$ cat src/rtl/rgb_mixer_pkg.sv
// Shared constants and types for the RGB mixer: colour depth, PWM prescale
// default and channel indexing used when instantiating the per-colour blocks.
package rgb_mixer_pkg;

    localparam int CHAN_WIDTH       = 8;
    localparam int DEFAULT_PRESCALE = 1;
    localparam int NUM_CHANS        = 3;

    typedef enum logic [1:0] {
        CHAN_R = 2'd0,
        CHAN_G = 2'd1,
        CHAN_B = 2'd2
    } chan_idx_e;

    // Counter width for a modulo-n counter, never narrower than one bit.
    function automatic int cnt_bits(input int n);
        return (n <= 1) ? 1 : $clog2(n);
    endfunction

endpackage

$ cat src/rtl/pwm_prescaler.sv
// Divides clk down to one PWM count tick every PRESCALE clocks; held at zero
// while idle so every enabled run starts on a fresh count boundary.
module pwm_prescaler
    import rgb_mixer_pkg::*;
#(
    parameter int PRESCALE = DEFAULT_PRESCALE
) (
    input  logic clk,
    input  logic reset,
    input  logic enable,
    output logic tick,
    output logic pre_zero
);

    localparam int            PW       = cnt_bits(PRESCALE);
    localparam logic [PW-1:0] PRE_LAST = PW'(PRESCALE - 1);

    logic [PW-1:0] pre_cnt;

    assign tick     = (pre_cnt == PRE_LAST);
    assign pre_zero = (pre_cnt == '0);

    always_ff @(posedge clk) begin
        if (reset || !enable) begin
            pre_cnt <= '0;
        end else if (tick) begin
            pre_cnt <= '0;
        end else begin
            pre_cnt <= pre_cnt + PW'(1);
        end
    end

endmodule

$ cat src/rtl/pwm_channel.sv
// One LED colour channel: turns an encoder intensity into a glitch-free PWM
// drive with a period-start strobe for debug and cross-channel alignment.
module pwm_channel
    import rgb_mixer_pkg::*;
#(
    parameter int WIDTH    = CHAN_WIDTH,
    parameter int PRESCALE = DEFAULT_PRESCALE,
    parameter bit INVERT   = 1'b0
) (
    input  logic             clk,
    input  logic             reset,
    input  logic             enable,
    input  logic [WIDTH-1:0] duty,
    output logic             pwm_out,
    output logic             period_start
);

    logic             tick;
    logic             pre_zero;
    logic [WIDTH-1:0] cnt;
    logic [WIDTH-1:0] duty_q;

    pwm_prescaler #(
        .PRESCALE (PRESCALE)
    ) u_prescaler (
        .clk      (clk),
        .reset    (reset),
        .enable   (enable),
        .tick     (tick),
        .pre_zero (pre_zero)
    );

    // duty_q only moves at the period wrap while running, so a mid-period
    // duty input change can never truncate or extend the pulse in flight.
    always_ff @(posedge clk) begin
        if (reset) begin
            cnt          <= '0;
            duty_q       <= '0;
            pwm_out      <= INVERT;
            period_start <= 1'b0;
        end else if (!enable) begin
            cnt          <= '0;
            duty_q       <= duty;
            pwm_out      <= INVERT;
            period_start <= 1'b0;
        end else begin
            if (tick) begin
                cnt <= cnt + WIDTH'(1);
                if (cnt == '1) begin
                    duty_q <= duty;
                end
            end
            pwm_out      <= (cnt < duty_q) ^ INVERT;
            period_start <= (cnt == '0) && pre_zero;
        end
    end

endmodule
$ cat config.mk
export PLATFORM = sky130hd
export DESIGN_NAME = pwm_channel
export DESIGN_NICKNAME = d
export VERILOG_FILES = /design/src/rtl/rgb_mixer_pkg.sv /design/src/rtl/pwm_prescaler.sv /design/src/rtl/pwm_channel.sv
export SDC_FILE = /design/constraint.sdc
export NUM_CORES = 1
export LEC_CHECK = 0
export ABC_AREA = 0
export CAP_MARGIN = 40
export CORE_UTILIZATION = 30
export DETAILED_ROUTE_END_ITERATION = 7
export PLACE_DENSITY = 0.46
export SYNTH_ARGS = -nofsm -noshare
export SYNTH_HDL_FRONTEND = slang
export SYNTH_HIERARCHICAL = 1
export SYNTH_SLANG_ARGS = --single-unit
$ cat constraint.sdc
create_clock -name clk -period 1.4 [get_ports clk]
set_input_delay 0.28 -clock clk [delete_from_list [all_inputs] [get_ports clk]]
set_output_delay 0.28 -clock clk [all_outputs]
set_load 0.005 [all_outputs]
==> run_results.csv <==
group,metric,value,unit
logic_synthesis,syn_area,0.00101,mm²
clock_network,postCtsHoldBufs,0,
die,die_x,59.9,µm
pwr,p_seq_frac,0.577,
logic_synthesis,yosys.area.top_type,"dfxtp_1",
pwr,power_density,797,mW/mm²
cells_and_area,syn2layout_area_growth,23.2,%
setup_path,cp-startpoint,"cnt[1]",
clock_network,htreeDepth,1,
die,coreArea,0.00313,mm²
pwr,internal_power,0.757,mW
die,num_io_pins,13,
cells_and_area,fillers,345,
setup_path,timing.rr.end,"duty_q[0]",
sta,hold_viol_final,0,
logic_synthesis,synth_fp_nets,131,
cells_and_area,final_cell_mix,"nand2b_1, dfxtp_1, inv_1, clkdlybuf4s50_1, mux2i_1",
sta,setup_viol,0,
worst_hold_path,hold_depth,2,
logic_synthesis,ys_seq_area_frac,0.378,
cells_and_area,fin_nets,149,
detailed_routing,drc,0,
die,rows,20,
clock_network,cts_setup_buffers,0,
pwr,irDropWorstVdd,0.285,mV
setup_path,rr_worst_depth,5,
detailed_routing,dr.first_iter.drc_count,15,
setup_path,worstPathArrival,1470,ps
detailed_routing,dr.pass1.iters,4,
detailed_routing,vias_per_cell,4.51,
place,dpl.hpwl,1430,µm
cells_and_area,antenna_cells,0,
detailed_routing,routedWlPerCell,10.9,µm
die,initial_core_util,0.322,
clock_network,clockBufferDepth,2,
clock_network,cts_sinks,19,
setup_path,cp.required,1600,ps
sta,min_period,1280,ps
global_routing,grtUsageTotal,0.127,
setup_path,r2r-start,"cnt[1]",
cells_and_area,drive_above_1_share,0.102,
setup_path,endpoint_kind,"flop",
pwr,total_power,0.989,mW
setup_path,path_max_fanout,8,
place,gp_congestion,0.705,
global_routing,grt_max_degree,12,
run,maxCapViolCount,0,
clock_network,clk_latency,300,ps
pwr,p_switching,0.232,mW
logic_synthesis,postSynthAreaPerCell,9.07,µm²
global_routing,grt_pass1_vias,693,
sta,period_share,0.911,
place,numPortBuffers,12,
pwr,p_comb_frac,0.142,
cells_and_area,layout.cells.most_common,"nand2b_1",
logic_synthesis,ys_top_cells_by_area,"dfxtp_1, ha_1, nand2b_1, mux2i_1, inv_1",
clock_network,clkTransAtPathRegs,110,ps
die,dieHeight,59.9,µm
sta,final_max_slew_viol_count,0,
setup_path,r2r_slack,120,ps
detailed_routing,drtAntennaViolNets,0,
clock_network,cts_buffers,3,
clock_network,cts_tree,"built",
logic_synthesis,yosysWarnings,6,
detailed_routing,wirelength,1870,µm
logic_synthesis,syn-instance-count,111,
setup_path,start_kind,"flop",
logic_synthesis,synth_top_area_frac,0.378,
pwr,pwr-share-clk,0.280,
pwr,switching_share,0.235,
global_routing,antenna_found_initial,0,
outcome,status,"complete, no violations",
die,dieArea,0.00359,mm²
setup_path,crit_end,"duty_q[0]",
global_routing,grt_pass1_wl,3210,µm
pwr,p_leak,0.520,nW
worst_hold_path,hold_path.class,"flop to flop",
logic_synthesis,synth_seq_cells,19,
global_routing,grt_overflow,0,
setup_path,criticalPathCategory,"flop to flop",
place,dp.cells,168,
detailed_routing,routed-via-count,775,
sta,clock_skew,6.00,ps
sta,max_freq,0.784,GHz
sta,rsz0062_at_grt,"no",
clock_network,root_buffer,"clkbuf_4",
logic_synthesis,synth_cell_type_count,27,
cells_and_area,final_cells,172,
==> sequential cells by signal (all words and copies together) (netlist names) <==
signal and count:
u_prescaler/pre_cnt 1, duty_q 8, period_start 1, pwm_out 1, cnt 8
==> per-layer routing <==
| layer | vias up | global-route usage | part of all wire |
|---|---|---|---|
| li1 | 409 | - | - |
| met4 | 0 | 0.0797 | 0.020 |
| met3 | 4 | 0.0325 | 0.028 |
| met5 | - | 0 | 0 |
| met1 | 352 | 0.163 | 0.50 |
| met2 | 10 | 0.189 | 0.45 |
==> worst min path at each step <==
stage                     startpoint        end
after floorplan              duty[0]  duty_q[0]
after global placement     duty_q[5]  duty_q[5]
after detailed placement   duty_q[4]  duty_q[4]
after CTS                  duty_q[4]  duty_q[4]
after global routing       duty_q[1]  duty_q[1]
final                      duty_q[7]  duty_q[7]
==> cells in the mapped netlist <==
library cell / instances
nand2b_1: 18
nor2b_1: 1
nand2_1: 4
o211ai_1: 2
buf_6: 1
or3_1: 3
nand4_1: 4
nor3_1: 2
ha_1: 9
nand3_1: 1
buf_4: 1
o21a_1: 1
a2111o_1: 1
o21ai_0: 3
inv_1: 10
buf_2: 1
mux2i_1: 9
dfxtp_1: 19
clkbuf_1: 2
xnor2_1: 1
nor4_1: 1
nand4_2: 1
nor2_1: 5
conb_1: 1
a21oi_1: 6
or4_1: 1
xor2_1: 3
==> power groups by stage <==
stage / registers, mW / clock network, mW / logic (mW)
after floorplan: 0.584 / 0 / 0.0808
after global placement: 0.584 / 0 / 0.143
after detailed placement: 0.584 / 0 / 0.144
after CTS: 0.571 / 0.295 / 0.144
after global routing: 0.574 / 0.333 / 0.159
final: 0.571 / 0.277 / 0.141
==> critical path, cell delays in order, from the launching register on <==
cell     delay [ps]
dfxtp_1         370
ha_2            230
nand4_1         100
o21a_1          210
buf_12          150
mux2i_1         110
==> stage by stage <==
stage          utilization  hold slack [ps]  worst slack, ps  cell area, µm²  TNS, ps
2_1_floorplan            -              432              132            1010        0
3_3_place_gp         0.386              465             -133            1210     -147
3_5_place_dp         0.386              468            -71.9            1210    -71.9
4_1_cts              0.394              485             7.77            1230        0
5_1_grt              0.397              508             22.2            1240        0
6_report             0.397              482              125            1240        0
==> kinds of logic after synthesis <==
| logic type | after synthesis | synth area share |
|---|---|---|
| DFF | 19 | 0.378 |
| adders and majority gates | 9 | 0.112 |
| muxes | 9 | 0.0894 |
| other | 1 | 0.00372 |
| and+or+nand+nor | 41 | 0.236 |
| buffers and inverters | 15 | 0.0683 |
| AOI/OAI and AO/OA | 13 | 0.0783 |
| xor gates and xnor gates | 4 | 0.0348 |
==> final cells by class <==
class,count,area (µm²),area share
multi-input combinational,77,561,0.452
sequential,19,383,0.308
clock buffer,4,26.3,0.0212
timing repair buffer,18,179,0.144
tap,44,55.1,0.0444
inverter,10,37.5,0.0302
==> timing repair <==
item	in CTS	in global routing
gates resized for setup	1	4
pin swaps	0	0
setup endpoints to repair	1	11
Power figures use the tool's default switching activity.
